### src/rtl/cpu_decode_pkg.sv
// Shared definitions for the instruction decode stage: opcode class bounds,
// ALU operation codes and the RUN/HALT state type.
package cpu_decode_pkg;

    // Opcode class bounds (opcode is instr[31:26])
    localparam logic [5:0] OP_HALT = 6'd0;
    localparam logic [5:0] R_LO    = 6'd1;
    localparam logic [5:0] R_HI    = 6'd15;
    localparam logic [5:0] I_LO    = 6'd16;
    localparam logic [5:0] I_HI    = 6'd23;
    localparam logic [5:0] M_LO    = 6'd24;
    localparam logic [5:0] M_HI    = 6'd27;
    localparam logic [5:0] BR_EQ   = 6'd62;
    localparam logic [5:0] BR_NE   = 6'd63;

    // ALU operation codes. R-type instructions use {0, op[3:0]} directly,
    // so the low codes line up with the R-type opcode numbering.
    localparam logic [4:0] ALU_NONE  = 5'b00000;
    localparam logic [4:0] ALU_ADD   = 5'b00001;
    localparam logic [4:0] ALU_I3    = 5'b00010;
    localparam logic [4:0] ALU_I4    = 5'b00011;
    localparam logic [4:0] ALU_I5    = 5'b00100;
    localparam logic [4:0] ALU_I6    = 5'b01001;
    localparam logic [4:0] ALU_I7    = 5'b01010;
    localparam logic [4:0] ALU_BR_NE = 5'b01111;
    localparam logic [4:0] ALU_BR_EQ = 5'b10000;

    // Stage run state: RUN lets fetch advance, HALT freezes the PC
    typedef enum logic {
        ST_RUN  = 1'b0,
        ST_HALT = 1'b1
    } state_e;

    // Inclusive opcode range test used to classify instructions
    function automatic logic in_range(input logic [5:0] op,
                                      input logic [5:0] lo,
                                      input logic [5:0] hi);
        return (op >= lo) && (op <= hi);
    endfunction

endpackage

### src/rtl/decode_comb.sv
// Pure combinational decoder: one 32-bit instruction word in, one decoded
// control/operand bundle out. Fields a class does not use are driven to 0.
// RA_W must not exceed 5 because register fields are fixed 5-bit slots.
module decode_comb
    import cpu_decode_pkg::*;
#(
    parameter int XLEN = 32,
    parameter int RA_W = 5
) (
    input  logic [31:0]     instr,
    output logic [RA_W-1:0] rd,
    output logic [RA_W-1:0] rs1,
    output logic [RA_W-1:0] rs2,
    output logic [4:0]      shamt,
    output logic [XLEN-1:0] imm,
    output logic [4:0]      alu_op,
    output logic            alu_src_imm,
    output logic            wb_from_alu,
    output logic            reg_we,
    output logic            mem_we,
    output logic            jump,
    output logic            illegal,
    output logic            is_halt
);

    logic [5:0]      op;
    logic [4:0]      field_a;
    logic [4:0]      field_b;
    logic [4:0]      field_c;
    logic [XLEN-1:0] imm_sext;

    assign op       = instr[31:26];
    assign field_a  = instr[25:21];
    assign field_b  = instr[20:16];
    assign field_c  = instr[15:11];
    assign imm_sext = {{(XLEN-16){instr[15]}}, instr[15:0]};

    // Classify the opcode and fill only the fields that class defines
    always_comb begin
        rd          = '0;
        rs1         = '0;
        rs2         = '0;
        shamt       = '0;
        imm         = '0;
        alu_op      = ALU_NONE;
        alu_src_imm = 1'b0;
        wb_from_alu = 1'b0;
        reg_we      = 1'b0;
        mem_we      = 1'b0;
        jump        = 1'b0;
        illegal     = 1'b0;
        is_halt     = 1'b0;

        if (op == OP_HALT) begin
            is_halt = 1'b1;
        end else if (in_range(op, R_LO, R_HI)) begin
            rd          = field_a[RA_W-1:0];
            rs1         = field_b[RA_W-1:0];
            rs2         = field_c[RA_W-1:0];
            shamt       = instr[10:6];
            alu_op      = {1'b0, op[3:0]};
            wb_from_alu = 1'b1;
            reg_we      = 1'b1;
        end else if (in_range(op, I_LO, I_HI)) begin
            rd          = field_a[RA_W-1:0];
            rs1         = field_b[RA_W-1:0];
            imm         = imm_sext;
            alu_src_imm = 1'b1;
            wb_from_alu = 1'b1;
            reg_we      = 1'b1;
            case (op[3:0])
                4'd2:    alu_op = ALU_ADD;
                4'd3:    alu_op = ALU_I3;
                4'd4:    alu_op = ALU_I4;
                4'd5:    alu_op = ALU_I5;
                4'd6:    alu_op = ALU_I6;
                4'd7:    alu_op = ALU_I7;
                default: alu_op = ALU_NONE;
            endcase
        end else if (in_range(op, M_LO, M_HI)) begin
            // Address is always base + offset; op[0] separates stores from loads
            alu_op      = ALU_ADD;
            alu_src_imm = 1'b1;
            imm         = imm_sext;
            mem_we      = op[0];
            if (op[0]) begin
                rs1 = field_a[RA_W-1:0];
                rs2 = field_b[RA_W-1:0];
            end else begin
                rd     = field_a[RA_W-1:0];
                rs1    = field_b[RA_W-1:0];
                reg_we = 1'b1;
            end
        end else if ((op == BR_EQ) || (op == BR_NE)) begin
            rs1    = field_a[RA_W-1:0];
            rs2    = field_b[RA_W-1:0];
            imm    = imm_sext;
            jump   = 1'b1;
            alu_op = (op == BR_EQ) ? ALU_BR_EQ : ALU_BR_NE;
        end else begin
            illegal = 1'b1;
        end
    end

endmodule

### src/rtl/decode_stage.sv
// Registered decode stage between fetch and register-read. Wraps the
// combinational decoder with a valid/ready output register, a RUN/HALT
// state machine driven by the halt opcode, flush and a saturating counter
// of emitted bundles.
module decode_stage
    import cpu_decode_pkg::*;
#(
    parameter int XLEN  = 32,
    parameter int RA_W  = 5,
    parameter int CNT_W = 16
) (
    input  logic             clk,
    input  logic             rst,
    input  logic             in_valid,
    output logic             in_ready,
    input  logic [31:0]      instr,
    input  logic             flush,
    input  logic             resume,
    output logic             out_valid,
    input  logic             out_ready,
    output logic [RA_W-1:0]  rd,
    output logic [RA_W-1:0]  rs1,
    output logic [RA_W-1:0]  rs2,
    output logic [4:0]       shamt,
    output logic [XLEN-1:0]  imm,
    output logic [4:0]       alu_op,
    output logic             alu_src_imm,
    output logic             wb_from_alu,
    output logic             reg_we,
    output logic             mem_we,
    output logic             jump,
    output logic             illegal,
    output logic             pc_enable,
    output logic             halted,
    output logic [CNT_W-1:0] decode_count
);

    localparam logic [CNT_W-1:0] CNT_MAX = '1;

    state_e          state;
    logic            accept;
    logic            load;

    logic [RA_W-1:0] dec_rd;
    logic [RA_W-1:0] dec_rs1;
    logic [RA_W-1:0] dec_rs2;
    logic [4:0]      dec_shamt;
    logic [XLEN-1:0] dec_imm;
    logic [4:0]      dec_alu_op;
    logic            dec_alu_src_imm;
    logic            dec_wb_from_alu;
    logic            dec_reg_we;
    logic            dec_mem_we;
    logic            dec_jump;
    logic            dec_illegal;
    logic            dec_is_halt;

    decode_comb #(
        .XLEN (XLEN),
        .RA_W (RA_W)
    ) u_decode (
        .instr       (instr),
        .rd          (dec_rd),
        .rs1         (dec_rs1),
        .rs2         (dec_rs2),
        .shamt       (dec_shamt),
        .imm         (dec_imm),
        .alu_op      (dec_alu_op),
        .alu_src_imm (dec_alu_src_imm),
        .wb_from_alu (dec_wb_from_alu),
        .reg_we      (dec_reg_we),
        .mem_we      (dec_mem_we),
        .jump        (dec_jump),
        .illegal     (dec_illegal),
        .is_halt     (dec_is_halt)
    );

    // Accept only while running, with room in the output register, and never
    // during a flush so a same-cycle input is dropped at the handshake.
    assign in_ready = (state == ST_RUN) && (!out_valid || out_ready) && !flush;
    assign accept   = in_valid && in_ready;
    assign load     = accept && !dec_is_halt;

    // Output register: flush empties it, a load refills it, a consume drains it
    always_ff @(posedge clk) begin
        if (rst || flush) begin
            out_valid   <= 1'b0;
            rd          <= '0;
            rs1         <= '0;
            rs2         <= '0;
            shamt       <= '0;
            imm         <= '0;
            alu_op      <= ALU_NONE;
            alu_src_imm <= 1'b0;
            wb_from_alu <= 1'b0;
            reg_we      <= 1'b0;
            mem_we      <= 1'b0;
            jump        <= 1'b0;
            illegal     <= 1'b0;
        end else if (load) begin
            out_valid   <= 1'b1;
            rd          <= dec_rd;
            rs1         <= dec_rs1;
            rs2         <= dec_rs2;
            shamt       <= dec_shamt;
            imm         <= dec_imm;
            alu_op      <= dec_alu_op;
            alu_src_imm <= dec_alu_src_imm;
            wb_from_alu <= dec_wb_from_alu;
            reg_we      <= dec_reg_we;
            mem_we      <= dec_mem_we;
            jump        <= dec_jump;
            illegal     <= dec_illegal;
        end else if (out_valid && out_ready) begin
            out_valid <= 1'b0;
        end
    end

    // RUN/HALT machine; the halt opcode is swallowed here and never emitted
    always_ff @(posedge clk) begin
        if (rst) begin
            state     <= ST_RUN;
            pc_enable <= 1'b1;
            halted    <= 1'b0;
        end else begin
            case (state)
                ST_RUN: begin
                    if (accept && dec_is_halt) begin
                        state     <= ST_HALT;
                        pc_enable <= 1'b0;
                        halted    <= 1'b1;
                    end
                end
                ST_HALT: begin
                    if (resume) begin
                        state     <= ST_RUN;
                        pc_enable <= 1'b1;
                        halted    <= 1'b0;
                    end
                end
                default: begin
                    state     <= ST_RUN;
                    pc_enable <= 1'b1;
                    halted    <= 1'b0;
                end
            endcase
        end
    end

    // Count every bundle loaded into the output register, sticking at all-ones
    always_ff @(posedge clk) begin
        if (rst) begin
            decode_count <= '0;
        end else if (load && (decode_count != CNT_MAX)) begin
            decode_count <= decode_count + 1'b1;
        end
    end

endmodule

### config.mk
export PLATFORM = sky130hd
export DESIGN_NAME = decode_stage
export DESIGN_NICKNAME = d
export VERILOG_FILES = /design/src/rtl/cpu_decode_pkg.sv /design/src/rtl/decode_comb.sv /design/src/rtl/decode_stage.sv
export SDC_FILE = /design/constraint.sdc
export NUM_CORES = 1
export LEC_CHECK = 0
export BUFFER_PORTS_ARGS = -buffer_cell sky130_fd_sc_hd__buf_2
export CAP_MARGIN = 15
export CORE_MARGIN = 2
export CORE_UTILIZATION = 46
export DETAILED_ROUTE_END_ITERATION = 16
export GPL_TIMING_DRIVEN = 0
export HOLD_SLACK_MARGIN = 0.03
export PLACE_DENSITY = 0.72
export SLEW_MARGIN = 20
export SYNTH_ARGS = -nofsm -noshare
export SYNTH_HDL_FRONTEND = slang
export SYNTH_HIERARCHICAL = 1
export SYNTH_SLANG_ARGS = --single-unit
### constraint.sdc
create_clock -name clk -period 4.4 [get_ports clk]
set_input_delay 0 -clock clk [delete_from_list [all_inputs] [get_ports clk]]
set_output_delay 0 -clock clk [all_outputs]
set_load 0.005 [all_outputs]
Word level (Yosys, flattened, before mapping)
Cells that the tools add are included.
{"block": "classes", "order_cmp": 6, "addsub": 1, "n_eq_ne": 11, "bitwise_logic": 1, "reduce_logical": 19, "muxes": 69}
{"cell": "2-to-1 mux 32 bit", "n": 5}
{"cell": "2-to-1 mux 5 bit", "n": 25}
{"cell": "2-to-1 mux 1 bit", "n": 35}
{"cell": "one-hot mux 4 bit (6 select lines)", "n": 1}
{"cell": "adder 16 x 1 -> 16 bit, second input constant", "n": 1}
{"cell": "== test 4 x 3 -> 1 bit, second input constant", "n": 4}
{"cell": "inequality test 16 bit, second input constant", "n": 1}
{"cell": "== test 6 bit, second input constant", "n": 2}
{"cell": ">= comparator 6 x 5 -> 1 bit, second input constant", "n": 2}
{"cell": "<= comparator 6 x 5 -> 1 bit, second input constant", "n": 2}
{"cell": "logical AND 1 bit", "n": 10}
{"cell": "== test 4 x 2 -> 1 bit, second input constant", "n": 2}
{"cell": ">= comparator 6 x 1 -> 1 bit, second input constant", "n": 1}
{"cell": "<= comparator 6 x 4 -> 1 bit, second input constant", "n": 1}
{"cell": "zero test 6 bit", "n": 1}
{"cell": "one-hot mux 1 bit (2 select lines)", "n": 3}
{"cell": "zero test 1 bit", "n": 3}
{"cell": "logical OR 1 bit", "n": 3}
{"cell": "inequality test 2 x 1 -> 1 bit, second input constant", "n": 1}
{"cell": "inequality test 2 bit, second input constant", "n": 1}
{"cell": "AND reduction 2 bit", "n": 1}
{"cell": "nonzero test 2 bit", "n": 1}
{"cell": "NOT 1 bit", "n": 1}
{"block": "totals", "output_inout_bits": 83, "regBits": 83}

Longest topological paths before layout
{"block": "logic_depth", "depth_word": 8, "ltp_mapped": 9}

Hierarchy
Netlist, hierarchy kept.
{"module": "decode_stage", "cells_each": 383, "seq_area_each_um2": 1661.6, "instances": 1, "area_per_inst_um2": 3123.0}
{"module": "decode_comb", "cells_each": 99, "seq_area_each_um2": 0.0, "instances": 1, "area_per_inst_um2": 700.7}

Worst setup path after synthesis
Ideal clock, no wire load.
{"block": "synth_timing", "path_type": "reg2reg", "startpoint": "register decode_count[0]", "endpoint": "register decode_count[7]", "synth_period_minus_slack_ns": 1.673, "t_arrival_ns": 1.545, "path_buffers": 1, "path_slack_ns": 2.727, "path_stages_with_launch": 8, "required_time_ns": 4.272, "cell_sequence": "dfxtp_1 > ha_1 > inv_1 > or3_1 > buf_2 > o2111a_1 > xnor2_1 > nor2_1"}
{"block": "synth_between", "elab_chain_len": 2, "elab_cells_between_ends": 3, "classes_between": "1 x add/sub; 1 x eq/ne; 1 x reduce/logical"}
{"item": "start: declaration", "line": "decode_stage.sv:35", "source": "output logic [CNT_W-1:0] decode_count"}
{"item": "start signal: assignment", "line": "decode_stage.sv:155", "source": "decode_count <= decode_count + 1'b1;"}
{"item": "parallel branches: the longest is 2 deep, another holds adder 16 x 1 -> 16 bit"}
Several ways; the timed one is not identified.
A chain may end at the register's enable or synchronous reset.

Worst setup path in the final report
Ends and elaborated chain as after synthesis.

==> flow_summary.toml <==
[worst_setup_path]
slowest_stage = "dfxtp_1"
r2r-end = "decode_count[7]"
crit_path_start_kind = "register"
end_kind = "register"
crit_chain = "ha_1 > inv_1 > or3_1 > buf_2 > o2111a_1 > xnor2_1 > nor2_1"
worst-setup-path-type = "register to register"
r2r_cells = 7
worstPathArrival_ns = 2.10
rrSetupSlack_ns = 2.53
path_max_fanout = 6
cp-endpoint = "decode_count[7]"
r2r-start = "decode_count[0]"
max_stage_delay_ns = 0.41
cp-startpoint = "decode_count[0]"
required_ns = 4.62

[placed_design]
gp_congestion = 0.856
hpwlAfterDp_mm = 7.08
portBuffers = 119

[status]
status = "finished, final reports clean"

[power]
swShare = 0.259
vdd.ir_drop.worst_mv = 0.175
pwr-share-clk = 0.376
p_sw_uw = 382
intPower_mw = 1.09
comb_power_share = 0.108
power_frac_seq = 0.516
power_density_mw_per_mm2 = 295
p_leak_nw = 2.12

[clock_network]
htreeDepth = 3
cts_resized = 0
clock_latency_ns = 0.34
cts_tree = "built"
numCtsBuffers = 9
post_cts_buffers = 0
clock_path_buffers = 2
root_buffer = "clkbuf_8"
cts_sinks = 83
holdBufCountCts = 25
clk_pin_slew_ns = 0.09

[detailed_routing]
drtIter0Drc = 104
vias_per_cell = 5.00
drc = 0
drt-total-wl_mm = 9.85
detail-route-antenna-nets = 0
vias = 3733
post_drt_wl_per_cell_microns = 13.2
dr.pass1.iters = 4

[finish]
nets = 676
nFillCells = 745
area_growth_pct = 30.8
num_antenna_cells = 0
drive_gt1_frac = 0.287

[synthesis]
avgSynthCellArea_sq_um = 7.93
synthDistinctLibCells = 56
synth-main-ff-cell = "dfxtp_1"
syn_inst = 482
yosysSeqAreaShare = 0.435
synth_edf_count = 0
yosysWarnings = 6
ys_seq_elements = 83
syn_area_sq_mm = 0.00382
synthArstFlopShare = 0
syn_nets = 521

[global_routing]
grt_pass1_vias = 3460
grt_usage = 0.219
antenna_found_initial = 0
grt_pass1_wl_mm = 15.7
grt_start_max_net_pins = 18
overflow = 0

[timing]
post-route-period-util = 0.426
finalSetupViolations = 0
hold_ws_ns = 0.0477
tns_ns = 0
finalCriticalPeriod_ns = 1.87
tightest_slew_ns = 0.644
fmaxAchievable_ghz = 0.534
clock_skew_ns = 0.00914
finalMaxSlewViolations = 0
grt_setup_unrepaired = "false"
hold_viol = 0
maxSlewHeadroom = 0.569

[floorplanning]
io_pins = 121
core_area_sq_mm = 0.00813
die_h_microns = 95.2
rows = 33
dieArea_sq_mm = 0.00906
die_x_microns = 95.2
start_util = 0.470

[run]
max-cap-violations = 0

[min_path]
hold_path.class = "input pin to register"
[placed cells by master, fill, tap and decap left out, drive strengths merged, types with 2 or more instances in the layout]
cell,count
nand3,6
or2,3
buf,156
nand4,8
clkinv,3
a211oi,3
or3,4
dlygate4sd3,25
inv,5
a221oi,2
o211a,2
nor2,20
dfxtp,83
and2,31
and3,3
nand2b,2
and4,3
nor3,6
nor4,3
and4b,2
xor2,3
clkbuf,19
clkinvlp,2
o21ai,4
a21oi,71
a22o,10
xnor2,8
nand2,135
nand4b,2
[cell usage after synthesis (2+ instances only)]
cell type  count  area, sq um
nor2_1        20         75.1
buf_4         18          135
o21ai_0        4         20.0
xnor2_1        8         70.1
dfxtp_1       83         1660
buf_1          2         7.51
and4b_1        2         20.0
buf_2         17         85.1
o211a_1        2         20.0
clkbuf_1      10         37.5
xor2_1         3         26.3
inv_1          3         11.3
nand2_1      135          507
a21oi_1       69          345
and3_1         3         18.8
a211oi_1       3         22.5
a22o_1        10         87.6
and4_1         3         26.3
nand2b_1       2         12.5
nand4b_1       2         17.5
nand4_1        7         43.8
and2_1        30          188
or2_1          2         12.5
nor3_1         4         20.0
nand3_1        6         30.0
nor3_2         2         20.0
or3_1          3         18.8
[kinds of logic (layout without fill, tap and decap cells)]
kind of cell,count (synthesis),in the layout,share of synthesized area
flip-flops,83,83,0.435
XOR/XNOR,11,11,0.0252
multiplexers,1,1,0.00262
adder cells (fa/ha/maj),1,1,0.00327
AO/OA/AOI/OAI,101,101,0.162
buffers and inverters,51,211,0.0733
AND/OR/NAND/NOR,234,234,0.299
[worst min-delay path by stage]
| stage | start | end | slack, ns | cells after the start |
|---|---|---|---|---|
| global route | instr[16] | rs2[0] | 0.06 | 4 |
| finish | instr[20] | rs1[4] | 0.05 | 4 |
| floorplan | resume | halted | 0.12 | 1 |
| detailed placement | resume | halted | 0.24 | 2 |
| global placement | resume | halted | 0.23 | 2 |
| CTS | instr[16] | rs2[0] | 0.04 | 4 |
[cell type report]
| class | count | area, sq um | area share |
|---|---|---|---|
| clock inverters | 7 | 76.3 | 0.0153 |
| repair buffers | 144 | 846 | 0.169 |
| inverters | 4 | 15.0 | 0.00300 |
| clock buffers | 9 | 124 | 0.0248 |
| plain buffers | 47 | 265 | 0.0530 |
| multi-input cells | 348 | 1880 | 0.376 |
| well taps | 105 | 131 | 0.0263 |
| flip-flops and latches | 83 | 1660 | 0.332 |
[flip-flops by register name, indices dropped and copies added, names as in the netlist]
register,flops
rd,5
jump,1
rs1,5
state,1
out_valid,1
mem_we,1
reg_we,1
wb_from_alu,1
pc_enable,1
rs2,5
alu_src_imm,1
alu_op,5
imm,32
illegal,1
halted,1
decode_count,16
shamt,5
[layer usage]
metal	vias up	wire length [microns]	track usage
li1	1919	-	-
met4	0	195	0.0966
met2	114	4640	0.362
met5	-	0	0
met3	15	740	0.0609
met1	1685	4280	0.265
[power by group through the flow]
stage / clock network, mW / logic, mW / registers (mW)
floorplan: 0 / 0.0883 / 0.779
global placement: 0 / 0.139 / 0.779
detailed placement: 0 / 0.142 / 0.779
CTS: 0.566 / 0.159 / 0.762
global route: 0.599 / 0.176 / 0.762
finish: 0.555 / 0.159 / 0.762
[critical path, delay by kind of cell (launching register included)]
family / cells / cell delay [ns]
AOI/OAI and AO/OA: 1 / 0.27
xor gates and xnor gates: 1 / 0.15
adders and majority gates: 1 / 0.28
buffers and inverters: 2 / 0.24
DFF: 1 / 0.41
and+or+nand+nor: 2 / 0.41
[stage by stage]
stage / utilization / std cells / cell area (sq um) / setup slack, ns / power, mW
global placement: 0.559 / 706 / 4550 / 2.47 / 0.918
global route: 0.615 / 747 / 5000 / 2.39 / 1.54
finish: 0.615 / 747 / 5000 / 2.53 / 1.48
CTS: 0.615 / 747 / 5000 / 2.53 / 1.49
detailed placement: 0.559 / 706 / 4550 / 2.39 / 0.921
floorplan: - / 482 / 3820 / 2.73 / 0.868
(Power assumes the default switching activity.)
